**src/rtl/lut_port_arbiter_pkg.sv**
```systemverilog
// Shared types and constants for the LUT port arbiter and its round-robin picker.
package lut_port_arbiter_pkg;

   localparam int NUM_REQ = 4;
   localparam int ADDR_W  = 8;
   localparam int DATA_W  = 8;
   localparam int IDX_W   = 2;
   localparam int BCNT_W  = 4;

   typedef enum logic {
      ARB    = 1'b0,
      LOCKED = 1'b1
   } arb_state_e;

   function automatic logic [NUM_REQ-1:0] idx_to_onehot(input logic [IDX_W-1:0] idx);
      logic [NUM_REQ-1:0] oh;
      oh      = '0;
      oh[idx] = 1'b1;
      return oh;
   endfunction

endpackage

```
**src/rtl/lut_port_arbiter_rr_priority_pick.sv**
```systemverilog
// Rotating-priority pick: first requester at or after ptr_i, wrapping past the top index.
module rr_priority_pick
   import lut_port_arbiter_pkg::*;
(
   input  logic [NUM_REQ-1:0] req_i,
   input  logic [IDX_W-1:0]   ptr_i,
   output logic [NUM_REQ-1:0] gnt_o,
   output logic [IDX_W-1:0]   idx_o,
   output logic               any_o
);

   // scan from the pointer upward; the 2-bit add wraps 3 -> 0 naturally
   always_comb begin
      logic [IDX_W-1:0] cand;
      any_o = 1'b0;
      idx_o = '0;
      cand  = '0;
      for (int k = 0; k < NUM_REQ; k++) begin
         cand = ptr_i + k[IDX_W-1:0];
         if (!any_o && req_i[cand]) begin
            any_o = 1'b1;
            idx_o = cand;
         end
      end
      gnt_o = any_o ? idx_to_onehot(idx_o) : '0;
   end

endmodule

```
**src/rtl/lut_port_arbiter.sv**
```systemverilog
// Four-requester arbiter in front of an external 256x8 combinational-read lookup array.
// Round-robin by default; a requester asserting lock may hold the port for up to
// MAX_BURST consecutive grants. Reads return two cycles after the grant.
//
//  state  | meaning
//  -------+---------------------------------------------------------------
//  ARB    | round-robin pick among requesters starting at rr_ptr
//  LOCKED | owner holds the port; others wait until burst ends or owner idles
module lut_port_arbiter
   import lut_port_arbiter_pkg::*;
#(
   parameter int MAX_BURST = 4
) (
   input  logic                      clk,
   input  logic                      reset,
   input  logic [NUM_REQ-1:0]        req,
   input  logic [NUM_REQ-1:0]        lock,
   input  logic [NUM_REQ*ADDR_W-1:0] addr,
   output logic [NUM_REQ-1:0]        gnt,
   output logic [NUM_REQ-1:0]        rvalid,
   output logic [DATA_W-1:0]         rdata,
   output logic [ADDR_W-1:0]         arr_addr,
   input  logic [DATA_W-1:0]         arr_data
);

   localparam logic              BURST_EN    = (MAX_BURST > 1);
   localparam logic [BCNT_W-1:0] MAX_BURST_C = BCNT_W'(MAX_BURST);

   arb_state_e          state_q, state_d;
   logic [IDX_W-1:0]    rr_ptr_q, rr_ptr_d;
   logic [IDX_W-1:0]    owner_q, owner_d;
   logic [BCNT_W-1:0]   burst_cnt_q, burst_cnt_d;

   logic [NUM_REQ-1:0]  pick_gnt;
   logic [IDX_W-1:0]    pick_idx;
   logic                pick_any;

   logic                gnt_any;
   logic [IDX_W-1:0]    gnt_idx;

   logic [ADDR_W-1:0]   addr_arr [NUM_REQ];

   logic [ADDR_W-1:0]   arr_addr_q;
   logic [IDX_W-1:0]    rsel_q;
   logic                vld_q;
   logic [DATA_W-1:0]   rdata_q;
   logic [NUM_REQ-1:0]  rvalid_q;

   rr_priority_pick u_pick (
      .req_i (req),
      .ptr_i (rr_ptr_q),
      .gnt_o (pick_gnt),
      .idx_o (pick_idx),
      .any_o (pick_any)
   );

   // unpack the flat address bus into per-requester words
   always_comb begin
      for (int i = 0; i < NUM_REQ; i++) begin
         addr_arr[i] = addr[i*ADDR_W +: ADDR_W];
      end
   end

   // arbitration state registers
   always_ff @(posedge clk or negedge reset) begin
      if (!reset) begin
         state_q     <= ARB;
         rr_ptr_q    <= '0;
         owner_q     <= '0;
         burst_cnt_q <= '0;
      end else begin
         state_q     <= state_d;
         rr_ptr_q    <= rr_ptr_d;
         owner_q     <= owner_d;
         burst_cnt_q <= burst_cnt_d;
      end
   end

   // next-state and same-cycle grant; grant is suppressed while reset is held
   always_comb begin
      state_d     = state_q;
      rr_ptr_d    = rr_ptr_q;
      owner_d     = owner_q;
      burst_cnt_d = burst_cnt_q;
      gnt         = '0;
      gnt_any     = 1'b0;
      gnt_idx     = pick_idx;
      if (reset) begin
         case (state_q)
            ARB: begin
               if (pick_any) begin
                  gnt      = pick_gnt;
                  gnt_any  = 1'b1;
                  gnt_idx  = pick_idx;
                  rr_ptr_d = pick_idx + 2'd1;
                  if (lock[pick_idx] && BURST_EN) begin
                     state_d     = LOCKED;
                     owner_d     = pick_idx;
                     burst_cnt_d = 4'd1;
                  end
               end
            end
            LOCKED: begin
               if (req[owner_q]) begin
                  gnt     = idx_to_onehot(owner_q);
                  gnt_any = 1'b1;
                  gnt_idx = owner_q;
                  if (!lock[owner_q] || (burst_cnt_q + 4'd1 == MAX_BURST_C)) begin
                     state_d     = ARB;
                     rr_ptr_d    = owner_q + 2'd1;
                     burst_cnt_d = '0;
                  end else begin
                     burst_cnt_d = burst_cnt_q + 4'd1;
                  end
               end else begin
                  // owner went idle: give up the port, no grant this cycle
                  state_d     = ARB;
                  rr_ptr_d    = owner_q + 2'd1;
                  burst_cnt_d = '0;
               end
            end
            default: begin
               state_d     = ARB;
               burst_cnt_d = '0;
            end
         endcase
      end
   end

   // read pipeline: address stage on grant, data/valid stage one cycle later
   always_ff @(posedge clk or negedge reset) begin
      if (!reset) begin
         arr_addr_q <= '0;
         rsel_q     <= '0;
         vld_q      <= 1'b0;
         rdata_q    <= '0;
         rvalid_q   <= '0;
      end else begin
         vld_q <= gnt_any;
         if (gnt_any) begin
            arr_addr_q <= addr_arr[gnt_idx];
            rsel_q     <= gnt_idx;
         end
         rvalid_q <= vld_q ? idx_to_onehot(rsel_q) : '0;
         if (vld_q) begin
            rdata_q <= arr_data;
         end
      end
   end

   assign arr_addr = arr_addr_q;
   assign rdata    = rdata_q;
   assign rvalid   = rvalid_q;

endmodule

```
**config.mk**
```make
export PLATFORM = sky130hd
export DESIGN_NAME = lut_port_arbiter
export DESIGN_NICKNAME = d
export VERILOG_FILES = /design/src/rtl/lut_port_arbiter_pkg.sv /design/src/rtl/lut_port_arbiter_rr_priority_pick.sv /design/src/rtl/lut_port_arbiter.sv
export SDC_FILE = /design/constraint.sdc
export NUM_CORES = 1
export LEC_CHECK = 0
export ABC_CLOCK_PERIOD_IN_PS = 2900
export CAP_MARGIN = 30
export CORE_AREA = 2 2 69 71
export CTS_CLUSTER_DIAMETER = 150
export DETAILED_ROUTE_END_ITERATION = 12
export DIE_AREA = 0 0 71 73
export PLACE_DENSITY = 0.79
export SLEW_MARGIN = 10
export SYNTH_ARGS = -nofsm -noshare
export SYNTH_HDL_FRONTEND = slang
export SYNTH_SLANG_ARGS = --single-unit
```
**constraint.sdc**
```tcl
create_clock -name clk -period 2.9 [get_ports clk]
set_input_delay 0.435 -clock clk [delete_from_list [all_inputs] [get_ports clk]]
set_output_delay 0.435 -clock clk [all_outputs]
set_load 0.005 [all_outputs]
```
==> impl_metrics.py, run 1 <==
metrics = {
    "grt": {
        "track_usage_pct": 18.5,
        "grt_overflow": 0,
        "grt_pass1_vias": 1669,
        "grt_pass1_wl_mm": 7.62,
        "grt_antenna_before_repair": 0,
        "grt_max_degree": 27,
    },
    "sta": {
        "setup_viol": 0,
        "layout_setup_ws_ns": 0.0483,
        "period_needed_ns": 2.85,
        "hold_viol": 0,
        "hold-worst-slack_ns": 0.0140,
        "max_freq_mhz": 351,
        "relSlewSlack_pct": 69.5,
        "tightest_slew_ns": 0.455,
        "finalCritPeriodShare_pct": 98.3,
        "slew_viol_final": 0,
        "finClkSkew_ns": 0.00211,
        "finalSetupTns_ns": 0,
    },
    "route": {
        "dr_wl_met3_um": 332,
        "met2_length_mm": 2.31,
        "drt_iter0_drc": 85,
        "final_antenna_net_count": 0,
        "wl_met1_mm": 2.02,
        "post_drt_via_cell_ratio": 5.33,
        "wire_per_inst_um": 15.0,
        "drc": 0,
        "top_layer": "met4",
        "dr.pass1.iters": 4,
        "route.vias.total": 1669,
        "routed_wl_mm": 4.68,
    },
    "finish": {
        "final_common_cell": "clkdlybuf4s50_1",
        "n_antenna_cell": 0,
        "layout_common_cells": "clkdlybuf4s50_1, dfrtp_1, nand2_1",
        "fin_cells": 313,
        "syn2layout_area_growth_pct": 48.9,
        "fin_nets": 310,
        "drive_gt1_share_pct": 15.8,
        "finish.utilization_pct": 62.8,
    },
    "die": {
        "die-width_um": 71,
        "dieArea_um2": 5180,
        "io_pins": 74,
        "rows": 25,
        "start_util_pct": 42.2,
        "core_area_um2": 4540,
        "fp.dieH_um": 73,
    },
    "synth": {
        "synth_fa_ha_area_share_pct": 1.31,
        "ys_warn_count": 0,
        "synth_top_family_by_area": "multiplexers",
        "synthCells": 177,
        "synth.ff_latch_count": 32,
        "seq_area_frac_synth_pct": 41.9,
        "ys_types": 44,
        "synth.avg_cell_area_um2": 10.8,
        "synth_nets": 229,
        "synth_area_um2": 1910,
        "synthMuxAreaShare_pct": 21.2,
        "synth_compound_area_share_pct": 15.9,
        "synth-xor-area-share_pct": 0.916,
        "yosys.area_share.simple_pct": 15.0,
    },
    "worst_hold_path": {
        "hp-class": "primary input to asynchronous set/reset pin",
    },
    "power_and_ir_drop": {
        "powerDensity_nw_per_um2": 840,
        "internal-power_mw": 1.56,
        "vdd_ir_drop_max_uv": 471,
        "power.switching_uw": 835,
        "p_leak_nw": 1.26,
        "combPwrFrac_pct": 48.6,
        "pwr-share-seq_pct": 33.5,
        "swShare_pct": 34.9,
        "clockPowerShare_pct": 17.9,
    },
    "clock_network": {
        "root_buffer": "clkbuf_8",
        "cts_hold_buffers": 0,
        "numCtsBuffers": 5,
        "clk_pin_slew_ns": 0.07,
        "clock_latency_ns": 0.29,
        "clock-sinks": 32,
        "cts_max_level": 2,
        "cts_tree": "done",
        "clk_path_buf_depth": 2,
    },
    "worst_setup_path": {
        "reg2reg_to": "arr_addr[3]",
        "path_class": "primary input to output port",
        "cp-endpoint": "gnt[0]",
        "crit_start": "req[2]",
        "crit_path_end_kind": "output port",
        "rrSetupSlack_ns": 0.59,
        "crit_arrival_ns": 2.42,
        "ff2ff_path_depth": 7,
        "r2r-start": "rr_ptr_q[1]",
        "critPathMaxFanout": 6,
        "start_kind": "primary input",
        "critPathRequiredTime_ns": 2.47,
    },
    "placed_design": {
        "port_buffers": 73,
        "post-place-cells": 304,
        "hpwl_mm": 3.48,
        "dp_slack_ns": 0.0535,
        "gp_congestion": 0.779,
    },
    "job": {
        "max-cap-violations": 0,
    },
    "outcome": {
        "status": "finished, final reports clean",
    },
}
-- stage by stage --
stage                     cell area (um^2)  power [mW]
after floorplan                       1910        1.48
after global placement                2710        1.93
after detailed placement              2710        1.96
after CTS                             2830        2.40
after global routing                  2850        2.56
final                                 2850        2.39
-- power by group through the flow --
| stage | registers [mW] | clock network [mW] | logic, mW |
|---|---|---|---|
| 2_1_floorplan | 0.745 | 0 | 0.738 |
| 3_3_place_gp | 0.803 | 0 | 1.13 |
| 3_5_place_dp | 0.808 | 0 | 1.15 |
| 4_1_cts | 0.802 | 0.435 | 1.16 |
| 5_1_grt | 0.832 | 0.457 | 1.27 |
| 6_report | 0.803 | 0.427 | 1.16 |
-- registers in the layout, summed over array words and instances, names as in the netlist --
register,flops
arr_addr,8
rdata,8
burst_cnt_q,4
rvalid,4
owner_q,2
rr_ptr_q,2
rsel_q,2
state_q,1
vld_q,1
-- cell usage after synthesis --
master | number | area, um^2
xnor2_1 | 1 | 8.76
ha_1 | 2 | 25.0
o221ai_1 | 8 | 70.1
buf_2 | 3 | 15.0
buf_12 | 1 | 20.0
nand3_1 | 6 | 30.0
o21ai_0 | 7 | 35.0
o211ai_1 | 1 | 7.51
a211oi_2 | 2 | 25.0
nor3_1 | 3 | 15.0
o32a_1 | 1 | 10.0
o21ba_2 | 2 | 20.0
dfrtp_1 | 32 | 801
mux2i_4 | 1 | 22.5
and3b_1 | 2 | 17.5
and3_1 | 2 | 12.5
nand2_4 | 1 | 11.3
nor3b_1 | 1 | 7.51
o32ai_1 | 2 | 17.5
or3_4 | 1 | 11.3
o2bb2ai_1 | 1 | 8.76
or4_1 | 1 | 7.51
mux2i_1 | 18 | 180
o21bai_1 | 1 | 7.51
nand3_4 | 1 | 17.5
and2_2 | 1 | 7.51
mux2_4 | 1 | 15.0
nand2b_1 | 3 | 18.8
a21o_1 | 1 | 7.51
a21boi_0 | 2 | 15.0
a211o_1 | 2 | 17.5
xor2_1 | 1 | 8.76
nor2b_1 | 3 | 18.8
inv_1 | 6 | 22.5
nand2_1 | 23 | 86.3
buf_1 | 1 | 3.75
mux2_2 | 12 | 135
a22oi_1 | 1 | 7.51
o22ai_1 | 4 | 25.0
nor2_1 | 7 | 26.3
a211oi_1 | 2 | 15.0
a21oi_1 | 3 | 15.0
mux4_1 | 2 | 52.6
buf_6 | 1 | 11.3
-- worst max-delay path, cell delays in order --
cell	delay, ns
clkdlybuf4s50_1	0.47
nor2b_2	0.20
a211oi_1	0.45
nor2_2	0.15
o22ai_1	0.19
clkdlybuf4s50_1	0.52
-- metal layers --
metal | vias to the layer above | track usage [%]
li1 | 826 | -
met4 | 0 | 4.61
met2 | 56 | 30.2
met1 | 783 | 23.9
met3 | 4 | 6.08
met5 | - | 0
-- worst min-delay path by stage --
stage | cells past startpoint | end | slack [ns]
floorplan | 0 | arr_addr[0] | 0.14
global placement | 1 | owner_q[1] | 0.32
detailed placement | 1 | state_q | 0.32
CTS | 1 | arr_addr[0] | 0.007
global route | 1 | state_q | 0.02
finish | 1 | state_q | 0.01
-- logic make-up (layout without fill, tap and decap cells) --
| logic type | count (synthesis) | after routing |
|---|---|---|
| xor gates and xnor gates | 2 | 2 |
| buffers and inverters | 12 | 94 |
| adders and majority gates | 2 | 2 |
| DFF | 32 | 32 |
| AOI/OAI and AO/OA | 40 | 40 |
| and+or+nand+nor | 55 | 55 |
| muxes | 34 | 34 |
-- cell type report --
class | instances | area [um^2]
inverters | 6 | 22.5
fillers | 396 | 1690
multi-input cells | 133 | 1050
clock inverters | 3 | 42.5
clock buffers | 5 | 68.8
well taps | 54 | 67.6
repair buffers | 80 | 798
flip-flops and latches | 32 | 801
-- repair_timing --
item	4_1_cts	5_1_grt
endpoints found under the setup margin	0	4
resized for setup	0	6
setup buffers	0	1
No activity file was read; power rests on OpenSTA's default activity.
==> run 2: changes to the inputs <==
--- a/config.mk
+++ b/config.mk
@@ -5,13 +5,14 @@
 export SDC_FILE = /design/constraint.sdc
 export NUM_CORES = 1
 export LEC_CHECK = 0
+export ABC_AREA = 1
 export ABC_CLOCK_PERIOD_IN_PS = 2900
 export CAP_MARGIN = 30
-export CORE_AREA = 2 2 69 71
+export CORE_AREA = 2 2 73 75
 export CTS_CLUSTER_DIAMETER = 150
 export DETAILED_ROUTE_END_ITERATION = 12
-export DIE_AREA = 0 0 71 73
-export PLACE_DENSITY = 0.79
+export DIE_AREA = 0 0 75 77
+export PLACE_DENSITY = 0.8
 export SLEW_MARGIN = 10
 export SYNTH_ARGS = -nofsm -noshare
 export SYNTH_HDL_FRONTEND = slang
==> constraint.sdc (replaced) <==
create_clock -name clk -period 2.9 [get_ports clk]
set_input_delay 0.435 -clock clk [delete_from_list [all_inputs] [get_ports clk]]
set_output_delay 0.435 -clock clk [all_outputs]
set_load 0.05 [all_outputs]
==> impl_metrics.py, run 2 <==
metrics = {
    "outcome": {
        "status": "finished, final reports clean",
    },
    "sta": {
        "rsz0062_at_grt": "yes",
        "hold-worst-slack_ns": 0.212,
        "setup_viol": 0,
        "relSlewSlack_pct": 65.1,
        "layout_setup_ws_ns": 0.190,
        "finalCritPeriodShare_pct": 93.4,
        "hold_viol": 0,
        "max_freq_mhz": 369,
        "period_needed_ns": 2.71,
        "tightest_slew_ns": 0.522,
        "finClkSkew_ns": 0.00783,
        "slew_viol_final": 0,
    },
    "route": {
        "final_antenna_net_count": 0,
        "drc": 0,
        "wire_per_inst_um": 11.3,
        "post_drt_via_cell_ratio": 4.84,
        "routed_wl_mm": 5.48,
        "drt_iter0_drc": 105,
        "route.vias.total": 2351,
        "dr.pass1.iters": 4,
    },
    "power_and_ir_drop": {
        "finalPower_mw": 4.17,
        "powerDensity_nw_per_um2": 1300,
        "vdd_ir_drop_max_uv": 590,
        "combPwrFrac_pct": 70.3,
        "clockPowerShare_pct": 9.7,
        "swShare_pct": 54.9,
        "power.switching_mw": 2.29,
        "internal-power_mw": 1.88,
        "pwr-share-seq_pct": 20.0,
        "p_leak_nw": 1.67,
    },
    "synth": {
        "synth_compound_area_share_pct": 5.74,
        "synth_fa_ha_area_share_pct": 1.09,
        "synth_area_um2": 2290,
        "synth_nets": 394,
        "synthMuxAreaShare_pct": 0,
        "synth_area_leader_cell": "dfrtp_1",
        "synth.area.top_cells": "dfrtp_1, nand2_1, nand3_1, inv_1, nand2_2",
        "synth.avg_cell_area_um2": 6.69,
        "synth_top_family_by_area": "simple AND/OR/NAND/NOR gates",
        "synthArstFlopShare_pct": 100,
        "synth.ff_latch_count": 32,
        "netlist_top_cells_count": "nand2_1, nand3_1, dfrtp_1",
        "ys_types": 32,
        "yosys.area_share.simple_pct": 47.8,
        "netlist.area_leader.share_pct": 35.0,
        "seq_area_frac_synth_pct": 35.0,
        "ys_warn_count": 0,
        "synth_edf_count": 0,
        "synthCells": 342,
        "yosysMostFrequentCell": "nand2_1",
        "ys.flop_type": "dfrtp_1",
        "synth-xor-area-share_pct": 1.15,
    },
    "die": {
        "io_pins": 74,
        "core_area_um2": 4980,
        "start_util_pct": 46.0,
        "fp.dieH_um": 77,
        "dieArea_um2": 5780,
        "die-width_um": 75,
        "rows": 26,
    },
    "placed_design": {
        "gp_congestion": 0.937,
        "hpwl_mm": 4.29,
        "dp_slack_ns": 0.0789,
        "port_buffers": 73,
        "dpl_cell_area_um2": 3100,
    },
    "grt": {
        "grt_pass1_wl_mm": 9.52,
        "track_usage_pct": 20.6,
        "grt_overflow": 0,
        "grt_pass1_vias": 2201,
        "grt_antenna_before_repair": 0,
        "grt_max_degree": 38,
    },
    "worst_setup_path": {
        "start_kind": "flop",
        "crit_arrival_ns": 2.27,
        "critPathMaxFanout": 9,
        "path_class": "flop to output port",
        "crit_path_end_kind": "output port",
        "critPathRequiredTime_ns": 2.47,
    },
    "finish": {
        "final_common_cell": "nand2_1",
        "fin_area_um2": 3220,
        "n_antenna_cell": 0,
        "drive_gt1_share_pct": 13.5,
        "fin_nets": 467,
        "syn2layout_area_growth_pct": 40.6,
        "layout_common_cells": "nand2_1, clkdlybuf4s50_1, nand3_1",
        "fill_cells": 436,
    },
    "clock_network": {
        "cts_hold_buffers": 0,
        "clk_path_buf_depth": 2,
        "clock_latency_ns": 0.27,
        "cts_setup_buffers": 0,
        "root_buffer": "clkbuf_8",
        "clock-sinks": 32,
        "cts_max_level": 2,
        "clk_pin_slew_ns": 0.07,
        "cts_tree": "done",
        "numCtsBuffers": 5,
    },
    "job": {
        "max-cap-violations": 0,
    },
    "worst_hold_path": {
        "hp-class": "primary input to asynchronous set/reset pin",
    },
}
==> run 2: cell types whose count changed in the layout (fill, tap and decap cells not counted), sizes merged, moves of 9 or more <==
cell / delta
mux2i: -19
mux2: -13
nand2: +138
nand3b: +9
nand3: +33
inv: +34
==> run 2: cell families (layout without fill, tap and decap cells) <==
group | count (synthesis) | count (layout)
XOR/XNOR | 3 | 3
flip-flops | 32 | 32
AO/OA/AOI/OAI | 21 | 21
buffers and inverters | 50 | 124
AND/OR/NAND/NOR | 234 | 234
adder cells (fa/ha/maj) | 2 | 2
==> run 2: path summary, 6_finish.rpt <==
path | startpoint | to | slack, ns | cells past startpoint
max in group asynchronous | reset | rdata[3] | 2.38 | 2
min in group clk | rdata[3] | rdata[3] | 0.47 | 2
worst max-delay path | rr_ptr_q[0] | gnt[3] | 0.19 | 12
worst max register to register | rr_ptr_q[0] | arr_addr[5] | 0.64 | 15
worst min register to register | rdata[3] | rdata[3] | 0.47 | 2
worst min-delay path | reset | burst_cnt_q[3] | 0.21 | 2
==> run 2: power by group through the flow <==
stage / combinational (mW) / sequential (mW) / clock, mW
finish: 2.93 / 0.834 / 0.405
global route: 3.26 / 0.863 / 0.441
CTS: 2.93 / 0.830 / 0.417
detailed placement: 2.92 / 0.831 / 0
global placement: 2.88 / 0.832 / 0
floorplan: 1.82 / 1.18 / 0
==> run 2: final cells by class <==
cell class	instances	area, um^2	share of cell area [%]
clock buffer	6	72.6	2.26
clock inverter	2	35.0	1.09
inverter	40	150	4.67
multi-input combinational	260	1280	39.9
sequential	32	801	24.9
tap	70	87.6	2.72
timing repair buffer	76	788	24.5
==> run 2: metrics by stage <==
| step | instances | utilization [%] | setup TNS, ns |
|---|---|---|---|
| after floorplan | 342 | - | 0 |
| after global placement | 478 | 62.3 | 0 |
| after detailed placement | 478 | 62.3 | 0 |
| after CTS | 486 | 64.5 | 0 |
| after global routing | 486 | 64.6 | -0.00490 |
| final | 486 | 64.6 | 0 |
==> run 2: repair_timing <==
| item | CTS | global route |
|---|---|---|
| setup endpoints to repair | 0 | 2 |
| resized for setup | 0 | 3 |
| hold endpoints to repair | 0 | 0 |
==> run 2: per-layer routing <==
layer / wire length (um) / vias to the layer above / global-route usage (%)
met5: 0 / - / 0
met4: 51 / 0 / 4.64
met3: 236 / 6 / 4.20
met2: 2720 / 61 / 34.4
met1: 2480 / 1072 / 27.0
li1: - / 1212 / -
==> run 2: critical path, cell delays in order (launching register included) <==
cell     delay, ns
dfrtp_1       0.48
inv_2         0.18
nand2_1       0.08
nand2_2       0.12
nand2_2       0.06
nand2_2       0.11
nand3_2       0.13
nor2_2        0.15
nor2_2        0.06
nor2_4        0.19
nand3_1       0.11
o31ai_1       0.13
buf_12        0.19
==> run 3: changes to the inputs <==
--- a/config.mk
+++ b/config.mk
@@ -9,10 +9,12 @@
 export ABC_CLOCK_PERIOD_IN_PS = 2900
 export CAP_MARGIN = 30
 export CORE_AREA = 2 2 73 75
+export CTS_BUF_LIST = sky130_fd_sc_hd__clkbuf_16
 export CTS_CLUSTER_DIAMETER = 150
 export DETAILED_ROUTE_END_ITERATION = 12
 export DIE_AREA = 0 0 75 77
 export PLACE_DENSITY = 0.8
+export SETUP_SLACK_MARGIN = 0.4
 export SLEW_MARGIN = 10
 export SYNTH_ARGS = -nofsm -noshare
 export SYNTH_HDL_FRONTEND = slang
==> impl_metrics.py, run 3 (synthesized netlist as in run 2, its figures left out) <==
metrics = {
    "finish": {
        "layout_common_cells": "nand2_1, clkdlybuf4s50_1, nand3_1",
        "syn2layout_area_growth_pct": 59.0,
        "fin_cells": 514,
        "fill_cells": 381,
        "drive_gt1_share_pct": 25.0,
        "n_antenna_cell": 0,
        "final_common_cell": "nand2_1",
        "fin_nets": 495,
    },
    "placed_design": {
        "post-place-cells": 477,
        "gp_congestion": 0.941,
        "port_buffers": 73,
        "hpwl_mm": 4.41,
    },
    "sta": {
        "rsz0062_at_grt": "yes",
        "period_needed_ns": 2.61,
        "tightest_slew_ns": 0.523,
        "max_freq_mhz": 384,
        "relSlewSlack_pct": 65.0,
        "hold_viol": 0,
        "setup_viol": 0,
        "finalSetupTns_ns": 0,
        "finClkSkew_ns": 0.00543,
        "hold-worst-slack_ns": 0.219,
        "slew_viol_final": 0,
        "finalCritPeriodShare_pct": 89.9,
    },
    "worst_setup_path": {
        "start_kind": "flop",
        "ff2ff_path_depth": 17,
        "crit_arrival_ns": 2.17,
        "critPathRequiredTime_ns": 2.47,
        "crit_path_end_kind": "output port",
        "critPathMaxFanout": 6,
        "path_class": "flop to output port",
    },
    "power_and_ir_drop": {
        "pwr-share-seq_pct": 16.6,
        "swShare_pct": 52.5,
        "vdd_ir_drop_max_uv": 722,
        "internal-power_mw": 2.41,
        "p_leak_nw": 1.87,
        "powerDensity_nw_per_um2": 1390,
        "power.switching_mw": 2.66,
        "clockPowerShare_pct": 9.5,
        "combPwrFrac_pct": 73.9,
    },
    "clock_network": {
        "clk_path_buf_depth": 2,
        "clk_pin_slew_ns": 0.05,
        "cts_tree": "done",
        "root_buffer": "clkbuf_16",
        "clock-sinks": 32,
        "cts_hold_buffers": 0,
        "numCtsBuffers": 5,
        "cts_max_level": 2,
        "clock_latency_ns": 0.27,
    },
    "job": {
        "max-cap-violations": 0,
    },
    "grt": {
        "grt_antenna_before_repair": 0,
        "grt_pass1_vias": 2433,
        "grt_pass1_wl_mm": 10.7,
        "grt_max_degree": 38,
        "track_usage_pct": 23.6,
        "grt_overflow": 0,
    },
    "route": {
        "dr.pass1.iters": 4,
        "wire_per_inst_um": 13.4,
        "route.vias.total": 2592,
        "final_antenna_net_count": 0,
        "routed_wl_mm": 6.90,
        "drt_iter0_drc": 122,
        "drc": 0,
        "post_drt_via_cell_ratio": 5.04,
    },
    "die": {
        "rows": 26,
        "dieArea_um2": 5780,
        "io_pins": 74,
        "fp.dieH_um": 77,
        "start_util_pct": 46.0,
        "die-width_um": 75,
        "core_area_um2": 4980,
    },
    "worst_hold_path": {
        "hp-class": "primary input to asynchronous set/reset pin",
    },
    "outcome": {
        "status": "finished, final reports clean",
    },
}
-- run 3: changes by cell type in the layout (fill, tap and decap cells not counted), sizes merged --
cell and change:
clkinvlp +1, clkdlybuf4s50 -4, dlygate4sd2 +4, bufbuf +1, inv +2, buf +25
bufinv -1
-- run 3: power groups by stage --
stage / logic, mW / registers [mW] / clock network (mW)
3_5_place_dp: 2.92 / 0.843 / 0
3_3_place_gp: 2.87 / 0.839 / 0
5_1_grt: 4.06 / 0.871 / 0.514
2_1_floorplan: 1.82 / 1.18 / 0
6_report: 3.74 / 0.843 / 0.480
4_1_cts: 3.37 / 0.846 / 0.484
-- run 3: metrics by stage --
step / setup slack [ns] / utilization [%] / power [mW] / instance area, um^2
floorplan: 0.363 / - / 3.01 / 2290
global placement: 0.149 / 62.2 / 3.71 / 3090
detailed placement: 0.135 / 62.2 / 3.76 / 3090
CTS: 0.334 / 70.1 / 4.70 / 3490
global route: 0.222 / 73.1 / 5.45 / 3640
finish: 0.293 / 73.1 / 5.07 / 3640
-- run 3: critical path, stage by stage (launching register included) --
cell	delay, ns
dfrtp_2	0.48
buf_6	0.15
nand2_1	0.07
nand2_2	0.09
o21ai_4	0.21
inv_2	0.07
nor2_4	0.15
nor2_2	0.06
nor2_4	0.13
nand3_2	0.08
o31ai_1	0.07
bufbuf_16	0.32
-- run 3: final timing paths --
kind,slack [ns],endpoint,from
min reg2reg,0.46,rvalid[2],rsel_q[0]
max reg2reg,0.47,arr_addr[4],rr_ptr_q[0]
max,0.29,gnt[3],rr_ptr_q[0]
min,0.22,burst_cnt_q[3],reset
max in group asynchronous,2.32,owner_q[0],reset
min in group clk,0.46,rvalid[2],rsel_q[0]
-- run 3: final cells by class --
cell class / instances / area (um^2) / area share, %
multi-input combinational: 260 / 1430 / 39.3
timing repair buffer: 103 / 1010 / 27.9
sequential: 32 / 805 / 22.1
inverter: 40 / 158 / 4.34
clock buffer: 5 / 125 / 3.44
tap: 70 / 87.6 / 2.41
clock inverter: 3 / 11.3 / 0.310
timing repair inverter: 1 / 7.51 / 0.206
-- run 3: what timing repair did --
item,in CTS,in global routing
resized for setup,36,21
cloned,1,0
endpoints found under the hold margin,0,0
pin swaps,9,16
setup endpoints to repair,4,12
buffers inserted,17,11
-- run 3: per-layer routing --
metal	vias to the layer above	global-route usage [%]	wire, um
met3	31	7.10	385
met5	-	0	0
met1	1192	27.7	2620
met4	0	8.21	275
met2	88	40.0	3620
li1	1281	-	-
